## config.mk

```make
export PLATFORM = sky130hd
export DESIGN_NAME = vpu_lane_issue_ctrl
export DESIGN_NICKNAME = d
export VERILOG_FILES = /design/src/rtl/vpu_lane_issue_ctrl.sv
export SDC_FILE = /design/constraint.sdc
export NUM_CORES = 1
export LEC_CHECK = 0
export CORE_ASPECT_RATIO = 0.75
export CORE_MARGIN = 2
export CORE_UTILIZATION = 38
export CTS_CLUSTER_SIZE = 20
export DETAILED_ROUTE_END_ITERATION = 8
export GPL_ROUTABILITY_DRIVEN = 1
export PLACE_DENSITY_LB_ADDON = 0.2
export SLEW_MARGIN = 40
export SYNTH_ARGS = -nofsm -noshare
export SYNTH_HDL_FRONTEND = slang
export SYNTH_SLANG_ARGS = --single-unit
```

## constraint.sdc

```tcl
create_clock -name clk -period 3.5 [get_ports clk]
set_clock_uncertainty 0.2 [all_clocks]
set_input_delay 0.7 -clock clk [delete_from_list [all_inputs] [get_ports clk]]
set_output_delay 0.7 -clock clk [all_outputs]
set_load 0.01 [all_outputs]
```

## src/rtl/vpu_lane_issue_ctrl.sv

```systemverilog
// vpu_lane_issue_ctrl
//   Issue controller for one VPU lane. Accepts one encoded FP op at a time from dispatch,
//   decodes it to a one-hot op vector, pulses lane_start_o for one cycle, then waits for
//   lane_done_i under a timeout watchdog. Every accepted request yields exactly one entry
//   in a small response FIFO: lane data, or an error for an illegal op or a timeout.
//
// Ports
//   clk, rst_n              clock, asynchronous active-low reset
//   req_valid_i/req_ready_o request handshake; req_op_i encoded op, req_operand_i operands
//   lane_start_o            one-cycle start pulse to the lane
//   lane_op_o               one-hot op, held from ISSUE through WAIT, 0 in IDLE
//   lane_operand_o          latched operands, held from ISSUE through WAIT, 0 in IDLE
//   lane_done_i/lane_dout_i lane completion and result
//   rsp_valid_o/rsp_ready_i response handshake; rsp_data_o result, rsp_err_o error flag
//   busy_o                  an op is in flight or a response is queued

module vpu_lane_issue_ctrl #(
    parameter int unsigned OPERAND_WIDTH = 32,
    parameter int unsigned SRC_CNT       = 3,
    parameter int unsigned NUM_OPS       = 12,
    parameter int unsigned OP_W          = 4,
    parameter int unsigned RSP_DEPTH     = 4,
    parameter int unsigned TIMEOUT_CYC   = 64
) (
    input  logic                             clk,
    input  logic                             rst_n,
    input  logic                             req_valid_i,
    output logic                             req_ready_o,
    input  logic [OP_W-1:0]                  req_op_i,
    input  logic [SRC_CNT*OPERAND_WIDTH-1:0] req_operand_i,
    output logic                             lane_start_o,
    output logic [NUM_OPS-1:0]               lane_op_o,
    output logic [SRC_CNT*OPERAND_WIDTH-1:0] lane_operand_o,
    input  logic                             lane_done_i,
    input  logic [OPERAND_WIDTH-1:0]         lane_dout_i,
    output logic                             rsp_valid_o,
    input  logic                             rsp_ready_i,
    output logic [OPERAND_WIDTH-1:0]         rsp_data_o,
    output logic                             rsp_err_o,
    output logic                             busy_o
);

    localparam int unsigned OpndW = SRC_CNT * OPERAND_WIDTH;
    localparam int unsigned PtrW  = (RSP_DEPTH > 2) ? $clog2(RSP_DEPTH) : 1;
    localparam int unsigned CntW  = PtrW + 1;
    localparam int unsigned TmoW  = (TIMEOUT_CYC > 2) ? $clog2(TIMEOUT_CYC) : 1;
    localparam int unsigned EntW  = OPERAND_WIDTH + 1;

    typedef enum logic [1:0] {StIdle, StIssue, StWait} state_e;

    state_e                   state_q, state_d;
    logic                     start_q, start_d;
    logic [NUM_OPS-1:0]       op_q, op_d;
    logic [OpndW-1:0]         opnd_q, opnd_d;
    logic [TmoW-1:0]          tmo_q, tmo_d;
    logic [EntW-1:0]          mem_q [RSP_DEPTH];
    logic [EntW-1:0]          mem_d [RSP_DEPTH];
    logic [PtrW-1:0]          wptr_q, wptr_d;
    logic [PtrW-1:0]          rptr_q, rptr_d;
    logic [CntW-1:0]          count_q, count_d;

    logic                     fifo_full, fifo_empty;
    logic                     req_fire, op_legal;
    logic [NUM_OPS-1:0]       op_dec;
    logic                     push, pop, push_err;
    logic [OPERAND_WIDTH-1:0] push_data;

    assign fifo_full  = (count_q == CntW'(RSP_DEPTH));
    assign fifo_empty = (count_q == '0);

    // Gated by rst_n so dispatch never sees ready while the block is held in reset.
    assign req_ready_o = rst_n && (state_q == StIdle) && !fifo_full;
    assign req_fire    = req_valid_i && req_ready_o;
    assign op_legal    = (32'(req_op_i) < NUM_OPS);

    always_comb begin
        op_dec = '0;
        for (int unsigned i = 0; i < NUM_OPS; i++) begin
            op_dec[i] = (32'(req_op_i) == i);
        end
    end

    // Controller next state and FIFO push request.
    always_comb begin
        state_d   = state_q;
        start_d   = 1'b0;
        op_d      = op_q;
        opnd_d    = opnd_q;
        tmo_d     = tmo_q;
        push      = 1'b0;
        push_err  = 1'b0;
        push_data = '0;
        unique case (state_q)
            StIdle: begin
                if (req_fire) begin
                    if (op_legal) begin
                        op_d    = op_dec;
                        opnd_d  = req_operand_i;
                        start_d = 1'b1;
                        state_d = StIssue;
                    end else begin
                        push     = 1'b1;
                        push_err = 1'b1;
                    end
                end
            end
            StIssue: begin
                tmo_d   = '0;
                state_d = StWait;
            end
            StWait: begin
                tmo_d = tmo_q + TmoW'(1);
                // Done takes priority over a timeout landing in the same cycle.
                if (lane_done_i) begin
                    push      = 1'b1;
                    push_data = lane_dout_i;
                end else if (tmo_q == TmoW'(TIMEOUT_CYC - 1)) begin
                    push     = 1'b1;
                    push_err = 1'b1;
                end
                if (push) begin
                    op_d    = '0;
                    opnd_d  = '0;
                    state_d = StIdle;
                end
            end
            default: begin
                op_d    = '0;
                opnd_d  = '0;
                state_d = StIdle;
            end
        endcase
    end

    // Response FIFO. A push can never hit a full FIFO: requests are only taken with a
    // free slot and only one op is ever in flight.
    assign pop = !fifo_empty && rsp_ready_i;

    always_comb begin
        mem_d   = mem_q;
        wptr_d  = wptr_q;
        rptr_d  = rptr_q;
        count_d = count_q;
        if (push) begin
            mem_d[wptr_q] = {push_err, push_data};
            wptr_d        = wptr_q + PtrW'(1);
        end
        if (pop) begin
            rptr_d = rptr_q + PtrW'(1);
        end
        if (push && !pop) begin
            count_d = count_q + CntW'(1);
        end else if (!push && pop) begin
            count_d = count_q - CntW'(1);
        end
    end

    always_ff @(posedge clk or negedge rst_n) begin
        if (!rst_n) begin
            state_q <= StIdle;
            start_q <= 1'b0;
            op_q    <= '0;
            opnd_q  <= '0;
            tmo_q   <= '0;
            mem_q   <= '{default: '0};
            wptr_q  <= '0;
            rptr_q  <= '0;
            count_q <= '0;
        end else begin
            state_q <= state_d;
            start_q <= start_d;
            op_q    <= op_d;
            opnd_q  <= opnd_d;
            tmo_q   <= tmo_d;
            mem_q   <= mem_d;
            wptr_q  <= wptr_d;
            rptr_q  <= rptr_d;
            count_q <= count_d;
        end
    end

    assign lane_start_o   = start_q;
    assign lane_op_o      = op_q;
    assign lane_operand_o = opnd_q;

    // Stale entries stay in memory after a pop; mask the head when empty.
    assign rsp_valid_o = !fifo_empty;
    assign rsp_data_o  = fifo_empty ? '0 : mem_q[rptr_q][OPERAND_WIDTH-1:0];
    assign rsp_err_o   = fifo_empty ? 1'b0 : mem_q[rptr_q][OPERAND_WIDTH];
    assign busy_o      = (state_q != StIdle) || !fifo_empty;

endmodule

```

# ---- Word-level counts from Yosys, hierarchy flattened
# Cells that the tools add are included.
dict set report op_classes {
  addsub 5
  order_cmp 4
  eq_ne 18
  n_mux 36
  bitwise_logic 3
  reduce_logical 20
}
# cell count
set ops {}
lappend ops {{$mux W96} 3}
lappend ops {{$pmux W96 S3} 1}
lappend ops {{$bwmux W132} 1}
lappend ops {{$mux W33} 3}
lappend ops {{$mux W32} 3}
lappend ops {{$bmux W33 S2} 1}
lappend ops {{$demux W33 S2} 1}
lappend ops {{$mux W12} 3}
lappend ops {{$pmux W12 S3} 1}
lappend ops {{$eq A4 B3 Y1 const B} 4}
lappend ops {{$eq A4 B4 Y1 const B} 4}
lappend ops {{$pmux W6 S2} 1}
lappend ops {{$mux W1} 10}
lappend ops {{$eq A4 B2 Y1 const B} 2}
lappend ops {{$logic_and A1 B1 Y1} 7}
lappend ops {{$add A6 B1 Y6 const B} 1}
lappend ops {{$eq A6 B6 Y1 const B} 1}
lappend ops {{$ge A3 B3 Y1 const B} 2}
lappend ops {{$mux W2} 3}
lappend ops {{$mux W3} 2}
lappend ops {{$ne A2 B2 Y1 const B} 3}
lappend ops {{$not A2 Y3} 2}
lappend ops {{$pmux W2 S3} 1}
lappend ops {{$reduce_bool A2 Y1} 3}
lappend ops {{18 further kinds} 23}
dict set report totals {
  regBits 256
  inputBits 137
  wordCells 98
}

# ---- Depth between registers and ports, before layout
# Gate-level depths: netlist of run 1.
dict set report depth {
  word_depth 10
  mapped_depth 12
  mapped_depth_nobuf 11
}

# ---- Worst setup path after synthesis of run 1
# Ideal clock, no wire load.
dict set report synth_timing {
  path_kind {input port to flip-flop}
  startpoint {input port req_op_i[2]}
  endpoint {register count_q[1]}
  setup_ns 0.125
  t_arrival_ns 2.509
  t_required_ns 3.175
  setup_slack_ns 0.666
  cell_stages 9
  path_buffers 2
  cell_sequence {and4_1 and3_1 buf_2 buf_6 or2_1 ha_1 inv_1 fa_1 mux2_2}
}
dict set report synth_via {
  elab_cells_between_ends 9
}
# element line_no
set synth_lines {}
lappend synth_lines {{start, declared} 29} ;# input logic [OP_W-1:0] req_op_i,
lappend synth_lines {{$lt A4 B4 Y1} 74} ;# assign op_legal = (32'(req_op_i) < NUM_OPS);
lappend synth_lines {{$mux W1} 96} ;# if (op_legal) begin
lappend synth_lines {{$mux W1} 95} ;# if (req_fire) begin
lappend synth_lines {{$pmux W1 S2} 93} ;# unique case (state_q)
lappend synth_lines {{net push} 65} ;# logic push, pop, push_err;
lappend synth_lines {{$logic_and A1 B1 Y1} 151} ;# if (push && !pop) begin
lappend synth_lines {{$mux W3} 151}
lappend synth_lines {{net count_d[1]} 60} ;# logic [CntW-1:0] count_q, count_d;
lappend synth_lines {{end signal, assigned} 178} ;# count_q <= count_d;
lappend synth_lines {{end, declared} 60}
# The timed path passes the listed nets, and every way through them passes these cells.
# A chain may end at the register's enable or synchronous reset.

# ---- Worst setup path after layout of run 1
dict set report layout_timing {
  startpoint {register rptr_q[0]}
  endpoint {output port rsp_data_o[24]}
}
dict set report layout_via {
  elab_chain_len 5
}
# element line_no
set layout_lines {}
lappend layout_lines {{start, declared} 59} ;# logic [PtrW-1:0] rptr_q, rptr_d;
lappend layout_lines {{start signal, assigned} 177} ;# rptr_q <= rptr_d;
lappend layout_lines {{$not A2 Y3 (implied by the code)} 188} ;# assign rsp_data_o = fifo_empty ? '0 : mem_q[rptr_q][OPERAND_WIDTH-1:0];
lappend layout_lines {{$bmux W33 S2} 188}
lappend layout_lines {{$mux W33 (2 in series)} -}
lappend layout_lines {{$mux W32} 188}
lappend layout_lines {{end, declared} 38} ;# output logic [OPERAND_WIDTH-1:0] rsp_data_o,
# Every way passes these cells. The select of a mux whose other input is x is not followed.

==> flow_summary.json, run 1 <==
{
  "seq_area_um2": 6407,
  "drt_iter0_drc": 513,
  "syn2layout_area_growth_pct": 38.22,
  "fin_nets": 1153,
  "drc": 0,
  "core_um2": 27850,
  "cp.arrival_ps": 2390,
  "synth_top_area_share_pct": 59.79,
  "peakVddDrop_uv": 520.3,
  "synth-xor-area-share_pct": 0.4904,
  "synth-simple-area-share_pct": 4.729,
  "synth_area_um2": 10720,
  "synth_edf_count": 0,
  "antenna_cells": 0,
  "drv_slew": 0,
  "clock-sinks": 256,
  "antenna_found_initial": 0,
  "synth-compound-area-share_pct": 22.30,
  "avgSynthCellArea_um2": 14.36,
  "leakage_nw": 6.286,
  "synth.area.top_cells": "dfrtp_1 60%, a32o_1 12%, a22o_1 8.5%",
  "io_pins": 282,
  "critPathRequiredTime_ps": 2600,
  "slew_headroom_pct": 52.49,
  "synth_top_family_by_area": "compound AO/OA/AOI/OAI gates",
  "setup_viol": 0,
  "tightest_slew_ps": 712.6,
  "fill_cells": 2387,
  "min-delay-path-class": "reg -> reg",
  "track_usage_pct": 20.81,
  "grt_pass1_vias": 8069,
  "synth_nets": 895,
  "place_congestion": 0.7888,
  "outcome": "finished clean",
  "drive_above_1_share_pct": 11.53,
  "power_density_nw_per_um2": 849.3,
  "max_freq_ghz": 0.3041,
  "totalWireLength_um": 30980,
  "grt_first_pass_wirelength_um": 47930,
  "rows": 53,
  "ys_seq_elements": 256,
  "rsz0062_at_grt": "no",
  "path_clk_slew_ps": 60,
  "multiInputGateArea_um2": 3921,
  "yosys_warnings": 0,
  "critPathSlowestCell": "clkdlybuf4s50_1",
  "final_common_cell": "clkdlybuf4s50_1",
  "crit_path_max_fanout": 14,
  "final-hold-violation-count": 0,
  "fin_crit_ps": 3289,
  "synthFlopType": "dfrtp_1",
  "via_count": 7937,
  "tritoncts": "yes",
  "synthDistinctLibCells": 42,
  "crit_path_end_kind": "output port",
  "post_cts_resize_count": 0,
  "firstDrtPassIters": 5,
  "setup_tns_ps": 0,
  "clockBufferDepth": 3,
  "die_y_um": 149.4,
  "post-route-util_pct": 53.18,
  "clock_latency_ps": 520,
  "dieArea_um2": 29570,
  "fp.dieW_um": 197.9,
  "ys_seq_area_share_pct": 59.79,
  "drtAntennaViolNets": 0,
  "critical_path_class": "reg -> out",
  "grt-ovfl-total": 0,
  "grt_start_max_net_pins": 133,
  "initial_core_util_pct": 38.47,
  "wl_per_cell_um": 22.45,
  "async_flop_share_pct": 100.0,
  "ctsHtreeMaxLevel": 1,
  "maxCapViolations": 0,
  "layout_common_cells": "280 x clkdlybuf4s50_1, 255 x dfrtp_1, 132 x a32o_1, 104 x a22o_1",
  "hold_slack_ps": 286.6,
  "numCtsBuffers": 27,
  "synth_fa_ha_area_share_pct": 1.471,
  "max_stage_delay_ps": 530,
  "crit_chain": "buf_12 > mux4_2 > and2_1 > clkdlybuf4s50_1",
  "syn-instance-count": 746,
  "setup.worst_path.start_class": "flop",
  "vias_per_cell": 5.751,
  "yosys-mux-area-fraction_pct": 7.438,
  "period_share_pct": 93.96,
  "synth_top_area_cell": "dfrtp_1",
  "portBuffers": 281,
  "report.power.total_mw": 12.58,
  "cts_root_buffer": "clkbuf_16",
  "dp_hpwl_um": 19200
}
-- final timing paths --
| check | endpoint | from | slack [ps] | depth (start not counted) |
|---|---|---|---|---|
| setup / recovery | rsp_data_o[24] | rptr_q[0] | 210 | 4 |
| hold / removal | mem_q[35] | mem_q[35] | 290 | 1 |
| setup reg to reg | mem_q[129] | count_q[0] | 780 | 6 |
| hold reg to reg | mem_q[35] | mem_q[35] | 290 | 1 |
| max in group asynchronous | mem_q[125] | rst_n | 1420 | 4 |
| min in group asynchronous | lane_operand_o[91] | rst_n | 380 | 2 |
-- routing by layer --
layer	vias to the layer above	share of wire (%)	track usage, %
met5	-	0	0
met1	4178	45	29.25
met4	0	2.0	4.586
met2	208	48	34.12
met3	47	5.0	3.493
li1	3504	-	-
-- synth_stat cells (2+ instances only) --
cell      count
a21oi_1       2
nor4_1        2
mux4_2       33
nor2_1        9
buf_1         4
a22o_1      104
clkbuf_1     40
nand2b_1      2
and3_1        3
nand3_1       7
nand2_1      13
buf_2        30
inv_1        10
mux2i_1       2
xor2_1        2
xnor2_1       4
mux2_2        3
a32o_1      132
dfrtp_1     256
nor3b_1       2
nor3_1        8
o21ai_2       4
ha_1         11
o22ai_1       6
buf_6         4
o21ai_0       4
and2_1       34
-- power breakdown --
group          switching (mW)  internal [mW]  leakage [nW]  total [mW]
logic                    2.44           2.80          2.44        5.24
clock network            1.19           1.65         0.427        2.84
registers               0.556           3.95          3.42        4.50
-- state kept, by name (all words and copies together) (netlist names) --
register	count
lane_start_o	1
tmo_q	6
rptr_q	2
wptr_q	2
count_q	3
state_q	2
lane_op_o	12
mem_q	132
lane_operand_o	96
-- cells by family (layout without fill, tap and decap cells) --
kind of cell	Yosys count	after routing
compound gates	257	257
xor+xnor	6	6
fa+ha+maj	12	12
buf+inv	89	366
flops	256	256
mux	38	38
simple gates	88	88
-- worst max-delay path: cells and delay by family, from the launching register on --
family	cells	cell delay, ps
DFF	1	450
muxes	1	510
and+or+nand+nor	1	170
buffers and inverters	2	730
-- area by class of cell --
| type | instances | area share (%) |
|---|---|---|
| timing repair buffer | 308 | 21.05 |
| clock buffer | 35 | 5.035 |
| tap | 357 | 3.016 |
| multi-input combinational | 401 | 26.48 |
| sequential | 256 | 43.26 |
| inverter | 10 | 0.2534 |
| clock inverter | 13 | 0.9039 |
-- metrics by stage --
step	setup slack (ps)	instances	instance area, µm²
final	211.3	1380	14810
after global routing	6.205	1380	14810
after CTS	56.05	1378	14790
after detailed placement	257.4	1329	13900
after global placement	340.9	1328	13870
after floorplan	666.1	746	10720
-- what timing repair did --
item | 4_1_cts | 5_1_grt
setup endpoints to repair | 0 | 1
endpoints found under the hold margin | 11 | 0
buffers inserted | 0 | 2
hold buffers | 1 | 0
(Power assumes the default switching activity.)
==> run 2: changes to the inputs <==
- TNS_END_PERCENT: not set -> 50
==> results of run 2 <==
The final DEF is identical to that of run 1; final timing and power are the same.
==> run 3: changes to the inputs <==
- CORE_ASPECT_RATIO: 0.75 -> 0.7
- CTS_BUF_LIST: not set -> sky130_fd_sc_hd__clkbuf_8 sky130_fd_sc_hd__clkbuf_16
- clock period: 3.5 -> 3.6 ns (I/O delays scaled with it)
==> flow_summary.json, run 3 (synthesis gave the netlist of run 1 again) <==
{
  "drc": 0,
  "syn2layout_area_growth_pct": 39.50,
  "max_freq_ghz": 0.2936,
  "antenna_cells": 0,
  "slew_headroom_pct": 47.50,
  "grt_pass1_vias": 8261,
  "vias_per_cell": 5.684,
  "rsz0062_at_grt": "no",
  "fp.dieW_um": 204.7,
  "totalWireLength_um": 31260,
  "regMostFlops": "mem_q",
  "die_y_um": 144.5,
  "layout_common_cells": "280 x clkdlybuf4s50_1, 255 x dfrtp_1, 132 x a32o_1, 104 x a22o_1",
  "cts_root_buffer": "clkbuf_16",
  "track_usage_pct": 21.42,
  "dp_hpwl_um": 20210,
  "critical_path_class": "reg -> out",
  "via_count": 7963,
  "seqPwrFrac_pct": 35.9,
  "power_density_nw_per_um2": 819.1,
  "core_um2": 27760,
  "critPathRequiredTime_ps": 2680,
  "stdcell_area_um2": 14950,
  "drt_iter0_drc": 504,
  "crit_path_end_kind": "output port",
  "pwr-share-comb_pct": 42.2,
  "ctsHtreeMaxLevel": 1,
  "tritoncts": "yes",
  "maxCapViolations": 0,
  "stdcell_count": 1401,
  "setup_tns_ps": 0,
  "drv_slew": 0,
  "outcome": "finished clean",
  "min-delay-path-class": "reg -> reg",
  "portBuffers": 281,
  "post-route-util_pct": 53.85,
  "wl_per_cell_um": 22.31,
  "p_int_mw": 8.160,
  "p_sw_share_pct": 33.35,
  "cp.arrival_ps": 2490,
  "leakage_nw": 6.368,
  "largest_reg_flops": 132,
  "drtAntennaViolNets": 0,
  "tightest_slew_ps": 787.5,
  "clockBufferDepth": 3,
  "path_clk_slew_ps": 70,
  "final-hold-violation-count": 0,
  "dieArea_um2": 29580,
  "clock_latency_ps": 530,
  "grt_start_max_net_pins": 79,
  "place_area_um2": 14070,
  "drive_above_1_share_pct": 12.04,
  "final_common_cell": "clkdlybuf4s50_1",
  "period_share_pct": 94.62,
  "dpl.cell_count": 1351,
  "grt_first_pass_wirelength_um": 49000,
  "firstDrtPassIters": 7,
  "setup_viol": 0,
  "pwr-share-clk_pct": 21.9,
  "numCtsBuffers": 26,
  "rows": 51,
  "crit_path_max_fanout": 8,
  "grt-ovfl-total": 0,
  "p_sw_mw": 4.084,
  "initial_core_util_pct": 38.60,
  "fin_crit_ps": 3406,
  "peakVddDrop_uv": 415.9,
  "setup.worst_path.start_class": "flop",
  "io_pins": 282,
  "clock-sinks": 256,
  "antenna_found_initial": 2,
  "place_congestion": 0.7781,
  "fin_nets": 1160
}
[run 3: cell count changes in the layout (fill, tap and decap cells not counted), moves of 2 or more]
| cell | previous run | this run |
|---|---|---|
| clkinv_4 | 3 | 0 |
| clkbuf_1 | 4 | 0 |
| o21ai_2 | 4 | 1 |
| buf_4 | 17 | 21 |
| buf_12 | 7 | 10 |
| clkinv_2 | 5 | 7 |
| o21ai_4 | 0 | 3 |
| buf_16 | 0 | 2 |
| inv_1 | 10 | 14 |
[run 3: power by group through the flow]
stage / Sequential [mW] / Clock, mW / Combinational, mW
6_report: 4.39 / 2.68 / 5.17
5_1_grt: 4.51 / 2.88 / 5.59
4_1_cts: 4.43 / 2.77 / 5.18
3_5_place_dp: 4.47 / 0 / 5.16
3_3_place_gp: 4.43 / 0 / 5.10
2_1_floorplan: 4.40 / 0 / 2.88
[run 3: cell type report]
class	instances	area, µm²
Clock buffer	32	744.5
Sequential cell	256	6410
Timing Repair Buffer	316	3252
Inverter	10	37.54
Tap cell	371	464.2
Clock inverter	15	102.6
Multi-Input combinational cell	401	3938
Fill cell	2320	12810
[run 3: final timing paths]
path | from | to | slack, ps | cells after the start
max | rptr_q[0] | rsp_data_o[28] | 190 | 4
min | mem_q[42] | mem_q[42] | 280 | 1
max reg2reg | count_q[0] | count_q[1] | 880 | 7
min reg2reg | mem_q[42] | mem_q[42] | 280 | 1
max in group asynchronous | rst_n | lane_operand_o[57] | 900 | 6
min in group asynchronous | rst_n | tmo_q[5] | 380 | 2
[run 3: through the flow]
| step | total power [mW] | hold slack (ps) | worst slack [ps] |
|---|---|---|---|
| after floorplan | 7.278 | 224.4 | 746.1 |
| final | 12.24 | 283.1 | 193.7 |
| after CTS | 12.38 | 289.7 | 20.67 |
| after detailed placement | 9.622 | 275.6 | 353.3 |
| after global routing | 12.98 | 294.9 | 120.9 |
| after global placement | 9.535 | 268.2 | 308.5 |
[run 3: worst max-delay path, stage by stage, from the launching register on]
cell             delay, ps
dfrtp_4                510
buf_4                  200
mux4_2                 520
and2_1                 180
clkdlybuf4s50_1        540
[run 3: repair_timing]
| action | 4_1_cts | 5_1_grt |
|---|---|---|
| buffers inserted | 0 | 2 |
| hold buffers | 1 | 0 |
| resized for setup | 1 | 0 |
| endpoints found under the setup margin | 23 | 10 |
| endpoints found under the hold margin | 48 | 0 |
[run 3: layer usage]
layer	routed length, µm	part of all wire, %	global-route usage (%)
met2	14670	47	33.57
met5	13	0.042	0
met1	14150	45	30.41
met3	1696	5.4	4.416
met4	732	2.3	5.606
